[src/rtl/rs232_rx_deframer_pkg.sv]
// Shared RS232 definitions: FSM encodings, parity modes and bit-timing derivation
// used by both the receive deframer and the transmit stage.
package rs232_rx_deframer_pkg;

  typedef enum logic [2:0] {
    ST_IDLE   = 3'd0,
    ST_START  = 3'd1,
    ST_DATA   = 3'd2,
    ST_PARITY = 3'd3,
    ST_STOP   = 3'd4,
    ST_BREAK  = 3'd5
  } rx_state_t;

  localparam int PARITY_NONE = 0;
  localparam int PARITY_EVEN = 1;
  localparam int PARITY_ODD  = 2;

  function automatic int bit_ticks(input int clk_freq, input int baud);
    return clk_freq / baud;
  endfunction

  function automatic int half_ticks(input int clk_freq, input int baud);
    return bit_ticks(clk_freq, baud) / 2;
  endfunction

endpackage

[src/rtl/rs232_rx_deframer_sync_2ff.sv]
// Two-flop synchronizer with a parameterised reset value; latency 2 cycles, no backpressure.
module sync_2ff #(
  parameter int               WIDTH   = 1,
  parameter logic [WIDTH-1:0] RST_VAL = '0
) (
  input  logic             clk,
  input  logic             rst,
  input  logic [WIDTH-1:0] d,
  output logic [WIDTH-1:0] q
);

  logic [WIDTH-1:0] meta;

  always_ff @(posedge clk) begin
    if (rst) begin
      meta <= RST_VAL;
      q    <= RST_VAL;
    end else begin
      meta <= d;
      q    <= meta;
    end
  end

endmodule

[src/rtl/rs232_rx_deframer.sv]
// RS232 receive deframer: byte valid one cycle after the stop sample; output held until
// data_ready, a byte completing while the output is still occupied is dropped with overrun.
module rs232_rx_deframer #(
  parameter int CLK_FREQ = 50000000,
  parameter int BAUD     = 115200,
  parameter int PARITY   = 1
) (
  input  logic       clk,
  input  logic       rst,
  input  logic       rx,
  output logic [7:0] data_out,
  output logic       data_valid,
  input  logic       data_ready,
  output logic       parity_err,
  output logic       frame_err,
  output logic       overrun,
  output logic       busy
);
  import rs232_rx_deframer_pkg::*;

  localparam int BIT_TICKS  = bit_ticks(CLK_FREQ, BAUD);
  localparam int HALF_TICKS = half_ticks(CLK_FREQ, BAUD);
  localparam int CW         = $clog2(BIT_TICKS);
  localparam logic [CW-1:0] BIT_LAST  = CW'(BIT_TICKS - 1);
  localparam logic [CW-1:0] HALF_LAST = CW'(HALF_TICKS - 1);
  localparam logic PAR_ODD = (PARITY == PARITY_ODD);
  localparam logic PAR_EN  = (PARITY != PARITY_NONE);

  logic rxs;

  sync_2ff #(
    .WIDTH  (1),
    .RST_VAL(1'b1)
  ) u_rx_sync (
    .clk(clk),
    .rst(rst),
    .d  (rx),
    .q  (rxs)
  );

  rx_state_t       state, state_nxt;
  logic [CW-1:0]   cnt, cnt_nxt;
  logic [2:0]      bit_cnt, bit_cnt_nxt;
  logic [7:0]      shreg, shreg_nxt;
  logic            perr, perr_nxt;
  logic            complete;
  logic            frame_err_nxt;
  logic [7:0]      data_out_nxt;
  logic            data_valid_nxt;
  logic            parity_err_nxt;
  logic            overrun_nxt;

  always_comb begin
    state_nxt     = state;
    cnt_nxt       = cnt + CW'(1);
    bit_cnt_nxt   = bit_cnt;
    shreg_nxt     = shreg;
    perr_nxt      = perr;
    complete      = 1'b0;
    frame_err_nxt = 1'b0;

    case (state)
      ST_IDLE: begin
        cnt_nxt = '0;
        if (!rxs) state_nxt = ST_START;
      end
      ST_START: begin
        if (cnt == HALF_LAST) begin
          cnt_nxt     = '0;
          bit_cnt_nxt = '0;
          state_nxt   = rxs ? ST_IDLE : ST_DATA;
        end
      end
      ST_DATA: begin
        if (cnt == BIT_LAST) begin
          cnt_nxt     = '0;
          shreg_nxt   = {rxs, shreg[7:1]};
          bit_cnt_nxt = bit_cnt + 3'd1;
          if (bit_cnt == 3'd7) state_nxt = PAR_EN ? ST_PARITY : ST_STOP;
        end
      end
      ST_PARITY: begin
        if (cnt == BIT_LAST) begin
          cnt_nxt   = '0;
          perr_nxt  = (^shreg) ^ rxs ^ PAR_ODD;
          state_nxt = ST_STOP;
        end
      end
      ST_STOP: begin
        if (cnt == BIT_LAST) begin
          cnt_nxt = '0;
          if (rxs) begin
            complete  = 1'b1;
            state_nxt = ST_IDLE;
          end else begin
            frame_err_nxt = 1'b1;
            state_nxt     = ST_BREAK;
          end
        end
      end
      ST_BREAK: begin
        // Line held low after a bad stop bit: wait out the break before rearming.
        cnt_nxt = '0;
        if (rxs) state_nxt = ST_IDLE;
      end
      default: begin
        cnt_nxt   = '0;
        state_nxt = ST_IDLE;
      end
    endcase
  end

  always_comb begin
    data_out_nxt   = data_out;
    data_valid_nxt = data_valid && !data_ready;
    parity_err_nxt = parity_err;
    overrun_nxt    = 1'b0;
    if (complete) begin
      if (!data_valid || data_ready) begin
        data_out_nxt   = shreg;
        data_valid_nxt = 1'b1;
        parity_err_nxt = PAR_EN ? perr : 1'b0;
      end else begin
        overrun_nxt = 1'b1;
      end
    end
  end

  always_ff @(posedge clk) begin
    if (rst) begin
      state      <= ST_IDLE;
      cnt        <= '0;
      bit_cnt    <= '0;
      shreg      <= '0;
      perr       <= 1'b0;
      data_out   <= '0;
      data_valid <= 1'b0;
      parity_err <= 1'b0;
      frame_err  <= 1'b0;
      overrun    <= 1'b0;
      busy       <= 1'b0;
    end else begin
      state      <= state_nxt;
      cnt        <= cnt_nxt;
      bit_cnt    <= bit_cnt_nxt;
      shreg      <= shreg_nxt;
      perr       <= perr_nxt;
      data_out   <= data_out_nxt;
      data_valid <= data_valid_nxt;
      parity_err <= parity_err_nxt;
      frame_err  <= frame_err_nxt;
      overrun    <= overrun_nxt;
      busy       <= (state_nxt != ST_IDLE);
    end
  end

endmodule

[config.mk]
export PLATFORM = sky130hd
export DESIGN_NAME = rs232_rx_deframer
export DESIGN_NICKNAME = d
export VERILOG_FILES = /design/src/rtl/rs232_rx_deframer_pkg.sv /design/src/rtl/rs232_rx_deframer_sync_2ff.sv /design/src/rtl/rs232_rx_deframer.sv
export SDC_FILE = /design/constraint.sdc
export NUM_CORES = 1
export LEC_CHECK = 0
export CORE_MARGIN = 5
export CORE_UTILIZATION = 40
export CTS_CLUSTER_DIAMETER = 80
export DETAILED_ROUTE_END_ITERATION = 6
export PLACE_DENSITY = 0.64
export SYNTH_ARGS = -nofsm -noshare
export SYNTH_HDL_FRONTEND = slang
export SYNTH_SLANG_ARGS = --single-unit
[constraint.sdc]
create_clock -name clk -period 3.65 [get_ports clk]
set_input_delay 0.9125 -clock clk [delete_from_list [all_inputs] [get_ports clk]]
set_output_delay 0.9125 -clock clk [all_outputs]
set_load 0.02 [all_outputs]
==> results of run 1 <==
[cells in the final DEF (no fill, tap or decap), types with 3 or more instances in the layout]
cell,instances
clkbuf_8,5
ha_1,5
nor2b_1,3
nand2_1,25
inv_1,5
a21oi_1,16
mux2i_1,10
nand2b_1,3
dfxtp_1,39
xor2_1,4
clkdlybuf4s50_1,16
nor2_1,26
nand4_1,3
xnor2_1,9
nand3_1,4
nor3_1,4
[how the worst max path moves through the flow]
| stage | cells past startpoint | to |
|---|---|---|
| global placement | 5 | data_out[4] |
| finish | 5 | data_out[4] |
| CTS | 5 | data_out[6] |
| floorplan | 5 | data_out[0] |
| detailed placement | 5 | data_out[4] |
| global route | 5 | data_out[6] |
[area by class of cell]
class | instances | area [um^2] | share of cell area
Clock inverter | 3 | 43.8 | 0.0210
Inverter | 5 | 18.8 | 0.00898
Clock buffer | 5 | 68.8 | 0.0329
Tap cell | 52 | 65.1 | 0.0311
Sequential cell | 39 | 781 | 0.374
Timing Repair Buffer | 18 | 175 | 0.0838
Multi-Input combinational cell | 141 | 937 | 0.449
[kinds of logic (layout without fill, tap and decap cells)]
| kind of cell | count (synthesis) | count (layout) | share of synthesized area |
|---|---|---|---|
| and+or+nand+nor | 86 | 86 | 0.271 |
| muxes | 10 | 10 | 0.0564 |
| buffers and inverters | 14 | 31 | 0.0324 |
| DFF | 39 | 39 | 0.440 |
| adders and majority gates | 5 | 5 | 0.0352 |
| AOI/OAI and AO/OA | 26 | 26 | 0.0881 |
| xor gates and xnor gates | 14 | 14 | 0.0768 |
[sequential cells by signal, summed over array words and instances, names as in the netlist]
register and flops:
frame_err 1, data_valid 1, busy 1, parity_err 1
shreg 8, perr 1, overrun 1, u_rx_sync.q 1
state 3, cnt 9, bit_cnt 3, u_rx_sync.meta 1
data_out 8
[critical path: stages]
cell             delay (ns)
clkdlybuf4s50_1        0.44
nand2b_1               0.14
nand4_1                0.51
mux2i_1                0.33
nor2_1                 0.05
[stage by stage]
stage                      util  cell area [um^2]  power (mW)
after floorplan               -              1780       0.456
final                     0.483              2090       0.817
after global placement    0.457              1980       0.465
after detailed placement  0.457              1980       0.465
after global routing      0.483              2090       0.852
after CTS                 0.483              2090       0.830
[metal layers]
metal / global-route usage / up-vias / routed length [um]
met5: 0 / - / 0
met4: 0.0629 / 0 / 70
met3: 0.0366 / 6 / 154
met2: 0.172 / 21 / 1330
met1: 0.164 / 590 / 1700
li1: - / 698 / -
[power by group through the flow]
| stage | Clock [mW] | Sequential (mW) | Combinational (mW) |
|---|---|---|---|
| floorplan | 0 | 0.439 | 0.0170 |
| global placement | 0 | 0.441 | 0.0236 |
| detailed placement | 0 | 0.441 | 0.0237 |
| CTS | 0.375 | 0.431 | 0.0236 |
| global route | 0.395 | 0.432 | 0.0256 |
| finish | 0.362 | 0.431 | 0.0233 |
==> results_dict.tcl, run 1 <==
set metrics [dict create \
    status "finished clean" \
    yosysSeqAreaShare 0.440 \
    setup_viol_count_final 0 \
    reg2reg_depth 6 \
    rsz0062_at_grt "false" \
    area_delta_synth_final_pct 17.7 \
    endpoint_kind "register" \
    seq_power_share 0.528 \
    yosysTopAreaCellShare 0.440 \
    r2r_start "cnt[0]" \
    core_area_um2 4320 \
    drive_above_1_share 0.0806 \
    combPwrFrac 0.029 \
    worst_pin_slew_ns 0.621 \
    hpwl_um 2250 \
    rows 24 \
    switching_power_mw 0.175 \
    cts_hold_buf 0 \
    clock_path_buffers 2 \
    min_path_cells 1 \
    ys_top_cells_by_count "dfxtp_1, nor2_1, nand2_1" \
    via_per_inst 5.00 \
    initial_core_util 0.411 \
    final_nets 219 \
    tns_ns 0 \
    finalCritPeriodShare 0.614 \
    die-area_um2 5870 \
    fill_cells 447 \
    cp-start-kind "input port" \
    dp.cells 255 \
    drv_cap 0 \
    swShare 0.214 \
    cp_data_arrival_time_ns 2.40 \
    hold_violations 0 \
    cts_setup_buffers 0 \
    async_flop_share 0 \
    grt_max_degree 18 \
    ys.flop_type "dfxtp_1" \
    internal-power_mw 0.642 \
    pin_count 17 \
    grt_pass1_vias 1252 \
    cellLeakagePower_nw 0.802 \
    root_buffer "clkbuf_8" \
    holdWs_ns 0.420 \
    cts_tree "built" \
    clkPwrFrac 0.444 \
    via_count 1315 \
    setup_slack_ns 1.41 \
    post_cts_resized 0 \
    wl_per_cell_um 12.4 \
    finalMaxSlewViolations 0 \
    die_w_um 76.6 \
    min_from "u_rx_sync.meta" \
    r2r_slack_ns 1.59 \
    port_buffers 16 \
    route.detailed.drc 0 \
    drtPass1Iterations 4 \
    fin_crit_ns 2.24 \
    clk_latency_ns 0.30 \
    grt_use_total 0.121 \
    worstReg2RegEnd "data_out[4]" \
    avgSynthCellArea_um2 9.15 \
    cts_buffers 5 \
    critPathLaunch "data_ready" \
    min_to "u_rx_sync.q" \
    synth_fp_nets 203 \
    path_max_fanout 9 \
    ys_types 39 \
    drt_iter0_drc 89 \
    grt_overflow 0 \
    syn-cell-area_um2 1780 \
    diodes 0 \
    grt_antenna_before_repair 0 \
    yosysMostFrequentCell "dfxtp_1" \
    powerDensity_nw_per_um2 391 \
    finClkSkew_ns 0.00858 \
    htree_levels 2 \
    synth_area_leaders "dfxtp_1, mux2i_1, nor2_1, nand2_1, a21oi_1" \
    fmax_ghz 0.447 \
    ir_drop_mv 0.227 \
    grt_pass1_wl_um 5930 \
    die_h_um 76.6 \
    hold_path_class "reg -> reg" \
    wirelength_um 3260 \
    synth_edf_count 0 \
    clkSinkCount 39 \
    synth_cells 194 \
    yosys_warnings 0 \
    gp_congestion 0.724 \
    slew_headroom 0.585 \
    ant_nets 0 \
    place_ws_ns 1.07 \
    crit_type "in -> reg" \
    crit_required_ns 3.81 \
    ys_ff_latch 39 \
    clk_pin_slew_ns 0.08 \
    yosys.area.top_type "dfxtp_1" \
    stdcell_count 263 \
]
(Power assumes the default switching activity.)
==> run 2, diff against run 1 <==
--- a/config.mk
+++ b/config.mk
@@ -9,7 +9,7 @@
 export CORE_UTILIZATION = 40
 export CTS_CLUSTER_DIAMETER = 80
 export DETAILED_ROUTE_END_ITERATION = 6
-export PLACE_DENSITY = 0.64
+export PLACE_DENSITY = 0.66
 export SYNTH_ARGS = -nofsm -noshare
 export SYNTH_HDL_FRONTEND = slang
 export SYNTH_SLANG_ARGS = --single-unit
==> constraint.sdc (replaced) <==
create_clock -name clk -period 2 [get_ports clk]
set_input_delay 0.5 -clock clk [delete_from_list [all_inputs] [get_ports clk]]
set_output_delay 0.5 -clock clk [all_outputs]
set_load 0.02 [all_outputs]
==> run 2 against run 1 <==
Via count is 1.6% higher. Sequential power grew 83%. Worst hold slack lost 0.0041 ns. Sequential share of layout area is 0.27 points lower. Combinational power up 81%. First-iteration DRC count rose by 9.0%. Final cell count is 0.76% higher. Die area stayed put. Critical path depth is 1 higher. Wire length fell by 1.5%.
==> results_dict.tcl, run 2 (same netlist as run 1, synthesis figures left out) <==
set metrics [dict create \
    cp_data_arrival_time_ns 2.01 \
    grt_overflow 0 \
    gp_congestion 0.769 \
    fmax_ghz 0.559 \
    hpwl_um 2280 \
    cts_setup_buffers 0 \
    final_nets 221 \
    seq_area_um2 781 \
    path_max_fanout 9 \
    setup_viol_count_final 0 \
    drive_above_1_share 0.0892 \
    port_buffers 16 \
    drv_cap 0 \
    regMostFlops "cnt" \
    rsz0062_at_grt "false" \
    wirelength_um 3210 \
    via_count 1336 \
    reg2reg_depth 6 \
    status "finished clean" \
    r2r_slack_ns 0.21 \
    cp-start-kind "register" \
    finClkSkew_ns 0.00928 \
    stdcell_count 265 \
    htree_levels 2 \
    clk_pin_slew_ns 0.08 \
    min_path_cells 1 \
    die_w_um 76.6 \
    place_ws_ns 0.225 \
    route.detailed.drc 0 \
    r2r_start "cnt[0]" \
    multi_input_area_um2 937 \
    clkSinkCount 39 \
    crit_type "reg -> reg" \
    total_power_mw 1.47 \
    tns_ns 0 \
    finalMaxSlewViolations 0 \
    ant_nets 0 \
    slowest_stage "or4_1" \
    die-area_um2 5870 \
    setup_slack_ns 0.211 \
    drt_iter0_drc 97 \
    worstReg2RegEnd "bit_cnt[0]" \
    pin_count 17 \
    wl_per_cell_um 12.1 \
    diodes 0 \
    min_to "u_rx_sync.q" \
    clock_path_buffers 2 \
    cts_hold_buf 0 \
    hold_violations 0 \
    powerDensity_nw_per_um2 700 \
    max_stage_delay_ns 0.44 \
    core_area_um2 4320 \
    path_cells "ha_1 -> nand4bb_4 -> nor2_4 -> nand3_4 -> or4_1 -> a21oi_1" \
    cts_buffers 5 \
    grt_max_degree 22 \
    worst_pin_slew_ns 0.479 \
    min_from "u_rx_sync.meta" \
    post_cts_resized 0 \
    initial_core_util 0.411 \
    hold_path_class "reg -> reg" \
    final_util 0.487 \
    via_per_inst 5.04 \
    die_h_um 76.6 \
    endpoint_kind "register" \
    layout_common_cells "dfxtp_1, nor2_1, nand2_1" \
    dp.cells 257 \
    root_buffer "clkbuf_8" \
    final_common_cell "dfxtp_1" \
    area_delta_synth_final_pct 18.5 \
    grt_pass1_vias 1261 \
    grt_use_total 0.117 \
    reg_top3 "cnt (9), data_out (8), shreg (8)" \
    cts_tree "built" \
    finalCritPeriodShare 0.895 \
    drtPass1Iterations 4 \
    fin_crit_ns 1.79 \
    fill_cells 423 \
    cellLeakagePower_nw 0.812 \
    crit_required_ns 2.22 \
    grt_antenna_before_repair 0 \
    ir_drop_mv 0.336 \
    largest_reg_flops 9 \
    grt_pass1_wl_um 5680 \
    slew_headroom 0.680 \
    clk_latency_ns 0.29 \
    rows 24 \
]
-- run 2: critical path: cells and delay by family, from the launching register on --
| kind | cells | cell delay (ns) |
|---|---|---|
| simple gates | 4 | 0.93 |
| flops | 1 | 0.41 |
| fa+ha+maj | 1 | 0.24 |
| compound gates | 1 | 0.15 |
-- run 2: metal layers --
layer  vias up  wire [um]  global-route usage  part of all wire
met5         -          0                   0                 0
met4         0         40              0.0437             0.012
met3         4        167              0.0437             0.052
met2        20       1400               0.181              0.44
met1       616       1600               0.147              0.50
li1        696          -                   -                 -
-- run 2: area by class of cell --
cell class	instances	share of cell area
multi-input combinational	141	0.445
sequential	39	0.371
timing repair buffer	20	0.0904
clock buffer	5	0.0327
tap	52	0.0309
clock inverter	3	0.0208
inverter	5	0.00892
-- run 2: how the worst max path moves through the flow --
stage	cells after the start	slack, ns	to	start
finish	6	0.21	bit_cnt[0]	cnt[0]
global route	6	0.06	bit_cnt[0]	cnt[0]
CTS	6	0.18	bit_cnt[0]	cnt[0]
detailed placement	6	0.23	bit_cnt[0]	cnt[0]
global placement	6	0.24	data_out[3]	data_ready
floorplan	6	0.40	bit_cnt[0]	cnt[0]
-- run 2: per-stage QoR --
step	hold WS (ns)	cell area, um^2
CTS	0.412	2100
floorplan	0.389	1780
detailed placement	0.394	1990
global route	0.421	2100
finish	0.415	2100
global placement	0.392	1990
-- run 2: power by group --
| group | internal, mW | leakage, nW | switching (mW) |
|---|---|---|---|
| clock | 0.371 | 0.0581 | 0.273 |
| sequential | 0.781 | 0.315 | 0.00683 |
| combinational | 0.0202 | 0.439 | 0.0219 |
| total | 1.17 | 0.812 | 0.302 |
==> run 3, diff against run 2 <==
--- a/config.mk
+++ b/config.mk
@@ -5,7 +5,7 @@
 export SDC_FILE = /design/constraint.sdc
 export NUM_CORES = 1
 export LEC_CHECK = 0
-export CORE_MARGIN = 5
+export CORE_MARGIN = 2
 export CORE_UTILIZATION = 40
 export CTS_CLUSTER_DIAMETER = 80
 export DETAILED_ROUTE_END_ITERATION = 6
==> run 3 against run 2 <==
Fmax increased by 1.1%. Worst setup slack better by 0.019 ns. Die area decreased by 15%. Sequential share of layout area unchanged.
==> results_dict.tcl, run 3 (same netlist as run 1, synthesis figures left out) <==
set metrics [dict create \
    cellLeakagePower_nw 0.812 \
    die-area_um2 4990 \
    slowest_stage "or4_1" \
    cts_hold_buf 0 \
    wl_per_cell_um 12.5 \
    finalCritPeriodShare 0.885 \
    grt_antenna_before_repair 0 \
    htree_levels 2 \
    seq_power_share 0.530 \
    root_buffer "clkbuf_8" \
    tns_ns 0 \
    grt_pass1_wl_um 6070 \
    grtUsageMet2 0.206 \
    fin_crit_ns 1.77 \
    die_w_um 70.6 \
    grt_util_met1 0.217 \
    clk_pin_slew_ns 0.08 \
    max_stage_delay_ns 0.43 \
    via_count 1328 \
    clock_path_buffers 2 \
    cp_data_arrival_time_ns 2.00 \
    final_nets 221 \
    swShare 0.212 \
    ir_drop_mv 0.313 \
    dpl-instance-area_um2 1990 \
    crit_required_ns 2.23 \
    pin_count 17 \
    fmax_ghz 0.565 \
    grt_pass1_vias 1271 \
    switching_power_mw 0.314 \
    cts_setup_buffers 0 \
    ant_nets 0 \
    diodes 0 \
    grt_use_total 0.150 \
    hpwl_um 2220 \
    reg_top3 "cnt (9), data_out (8), shreg (8)" \
    endpoint_kind "register" \
    grt_overflow 0 \
    hold_violations 0 \
    largest_reg_flops 9 \
    setup_viol_count_final 0 \
    core_area_um2 4320 \
    drive_above_1_share 0.0892 \
    gp_congestion 0.779 \
    regMostFlops "cnt" \
    worst_pin_slew_ns 0.452 \
    die_h_um 70.6 \
    met3_usage 0.0470 \
    fin_area_um2 2100 \
    cp-start-kind "register" \
    drtPass1Iterations 4 \
    final_common_cell "dfxtp_1" \
    cts_tree "built" \
    finClkSkew_ns 0.00659 \
    combPwrFrac 0.029 \
    path_max_fanout 9 \
    post_cts_resized 0 \
    crit_type "reg -> reg" \
    clkPwrFrac 0.442 \
    worst-path-buf-inv 0 \
    grt_max_degree 22 \
    rows 24 \
    finalMaxSlewViolations 0 \
    powerDensity_nw_per_um2 706 \
    port_buffers 16 \
    wirelength_um 3300 \
    hold_path_class "reg -> reg" \
    status "finished clean" \
    rsz0062_at_grt "false" \
    initial_core_util 0.411 \
    clk_latency_ns 0.29 \
    internal-power_mw 1.17 \
    slew_headroom 0.695 \
    clkSinkCount 39 \
    cts_buffers 5 \
    cpLargestDelayFamily "simple AND/OR/NAND/NOR gates" \
    path_cells "ha_1 -> nand4bb_4 -> nor2_4 -> nand3_4 -> or4_1 -> a21oi_1" \
    drt_iter0_drc 56 \
    layout_common_cells "dfxtp_1, nor2_1, nand2_1" \
    area_delta_synth_final_pct 18.5 \
    via_per_inst 5.01 \
    route.detailed.drc 0 \
    busiest_layer "met1" \
    drv_cap 0 \
]
==> run 3: cell counts in the layout (fill, tap and decap cells not counted) <==
Identical to the previous run, type by type.
==> run 3: area by class of cell <==
type                            instances  area (um^2)
Fill cell                             420         2220
Multi-Input combinational cell        141          937
Sequential cell                        39          781
Clock buffer                            5         68.8
Tap cell                               52         65.1
Inverter                                5         18.8
Timing Repair Buffer                   20          190
Clock inverter                          3         43.8
==> run 3: worst paths after layout <==
check / startpoint / endpoint / cells after the start / slack (ns)
hold reg to reg: u_rx_sync.meta / u_rx_sync.q / 1 / 0.42
setup reg to reg: cnt[0] / bit_cnt[0] / 6 / 0.23
setup / recovery: cnt[0] / bit_cnt[0] / 6 / 0.23
hold / removal: u_rx_sync.meta / u_rx_sync.q / 1 / 0.42
==> run 3: power by group through the flow <==
stage               clock (mW)  sequential, mW  combinational, mW
floorplan                    0           0.802             0.0311
global placement             0           0.805             0.0429
detailed placement           0           0.805             0.0429
CTS                      0.676           0.787             0.0430
global route             0.712           0.788             0.0471
finish                   0.656           0.787             0.0430
==> run 3: worst reg2reg max path, delay by kind of cell, from the launching register on <==
| family | cells | cell delay [ns] |
|---|---|---|
| DFF | 1 | 0.39 |
| AOI/OAI and AO/OA | 1 | 0.15 |
| adders and majority gates | 1 | 0.23 |
| and+or+nand+nor | 4 | 0.94 |
==> run 3: routing by layer <==
| metal | vias up | share of wire | wire [um] |
|---|---|---|---|
| met5 | - | 0 | 0 |
| met4 | 0 | 0.018 | 61 |
| met3 | 6 | 0.049 | 163 |
| met2 | 28 | 0.41 | 1350 |
| met1 | 599 | 0.52 | 1730 |
| li1 | 695 | - | - |
==> run 3: metrics by stage <==
step	total power, mW	cells	setup WS [ns]	utilization	hold slack (ns)
after detailed placement	0.848	257	0.228	0.461	0.412
after floorplan	0.833	194	0.400	-	0.389
after global routing	1.55	265	0.0960	0.487	0.443
after CTS	1.51	265	0.211	0.487	0.425
final	1.49	265	0.230	0.487	0.424
after global placement	0.848	257	0.237	0.461	0.411
==> RTL edit (config.mk and constraints of run 3) <==
The 6 states of `rx_state_t` get a one-hot encoding in 6 bits.
--- a/src/rtl/rs232_rx_deframer_pkg.sv
+++ b/src/rtl/rs232_rx_deframer_pkg.sv
@@ -2,13 +2,13 @@
 // used by both the receive deframer and the transmit stage.
 package rs232_rx_deframer_pkg;
 
-  typedef enum logic [2:0] {
-    ST_IDLE   = 3'd0,
-    ST_START  = 3'd1,
-    ST_DATA   = 3'd2,
-    ST_PARITY = 3'd3,
-    ST_STOP   = 3'd4,
-    ST_BREAK  = 3'd5
+  typedef enum logic [5:0] {
+    ST_IDLE   = 6'b000001,
+    ST_START  = 6'b000010,
+    ST_DATA   = 6'b000100,
+    ST_PARITY = 6'b001000,
+    ST_STOP   = 6'b010000,
+    ST_BREAK  = 6'b100000
   } rx_state_t;
 
   localparam int PARITY_NONE = 0;
Check against the original RTL: same outputs for any inputs over 10 cycles, from zero or initial values and one cycle with rst high; not proved beyond that.
==> RTL edit against run 3 <==
Critical endpoint is now data_out[6]; wire length is 23% higher; sequential cell count rose by 3; maximum frequency up 0.41%; design area increased by 11%; clock power shrank 15%; first-iteration DRC count grew 52%; largest power group unchanged; area after synthesis is 15% higher; worst setup slack improved by 7.2 ps; clock skew grew 0.75 ps; sequential power up 7.8%; final cell count rose by 18%; power fell by 1.6%; synthesized cell count is 19% higher.
==> RTL edit: results (changes against run 3) <==
- After synthesis, the cell types taking the most area are sky130_fd_sc_hd__dfxtp_1 (41%), sky130_fd_sc_hd__nand3_1 (6.9%), sky130_fd_sc_hd__a21oi_1 (6.4%), sky130_fd_sc_hd__xnor2_1 (4.3%), sky130_fd_sc_hd__ha_1 (3.1%).
- The placed instance area is 2246 µm² (+13%).
- Broken down by cell family, the worst path's largest delay share belongs to buffers and inverters.
- The worst setup timing slack at the placement stage is 143.6 ps (-84.57 ps).
- The count of vias placed by the detailed router is 1606 (+21%).
- The shortest clock period the worst path allows after layout was 1763 ps (-7.176 ps).
- The HPWL after detailed placement is 2.951 mm (+33%).
- The number of global-route vias before repair is 1428 (+12%).
- The critical path starts at data_out[6].
- The met3 usage in global routing is 4.762% (+0.061 points).
- The leakage power is 0.7827 nW (-3.5%).
- The count of cell types in the netlist is 45 (+15%).
- The first-pass GRT wire length is 6.486 mm (+6.8%).
- The met1 usage in global routing is 19.85% (-1.9 points).
- The met2 layer usage reported by global route is 23.19% (+2.5 points).
- The maximum number of pins on one net before global-route repair is 15 (-32%).
- The post-synthesis instance total was 230 (+19%).
- The worst register-to-register path begins at cnt[1].
- The post-synth net total came to 239 (+18%).
- The cell count after placement was 306 (+19%).
- The flow ran to the end, and the final reports show no timing, DRC or antenna violations.
- The overall global routing resource usage is 15.02% (about the same).
- The reg-to-reg setup timing slack is 270 ps (+40 ps).
- On the critical path, the stage with the largest delay is an instance of sky130_fd_sc_hd__clkdlybuf4s50_1.
- By count the netlist is led by sky130_fd_sc_hd__dfxtp_1 (42), sky130_fd_sc_hd__nand3_1 (28), sky130_fd_sc_hd__a21oi_1 (26), sky130_fd_sc_hd__nand2_1 (15), sky130_fd_sc_hd__o21ai_0 (11).
- The maximum fanout along the worst path came to 2 (-7).
- The detailed-route wire length on metal 1 was 1.947 mm (+13%).
==> RTL edit: cells by family (layout without fill, tap and decap cells) <==
| logic type | count (synthesis) | after routing | synth area share (%) |
|---|---|---|---|
| simple gates | 94 | 94 | 27.15 |
| fa+ha+maj | 5 | 5 | 3.064 |
| compound gates | 49 | 49 | 14.71 |
| xor+xnor | 16 | 16 | 7.536 |
| flops | 42 | 42 | 41.18 |
| buf+inv | 24 | 38 | 6.372 |
==> RTL edit: layout make-up <==
| type | count | area [µm²] |
|---|---|---|
| tap | 70 | 87.58 |
| multi-input combinational | 164 | 1071 |
| timing repair buffer | 25 | 227.7 |
| inverter | 5 | 18.77 |
| clock buffer | 7 | 86.33 |
| fill | 523 | 2673 |
| clock inverter | 1 | 5.005 |
| sequential | 42 | 840.8 |
==> RTL edit: where the power goes <==
part	total, W	internal [W]	switching, W
logic	0.0000564	0.0000264	0.0000300
clock network	0.000558	0.000278	0.000280
registers	0.000848	0.000841	0.00000639
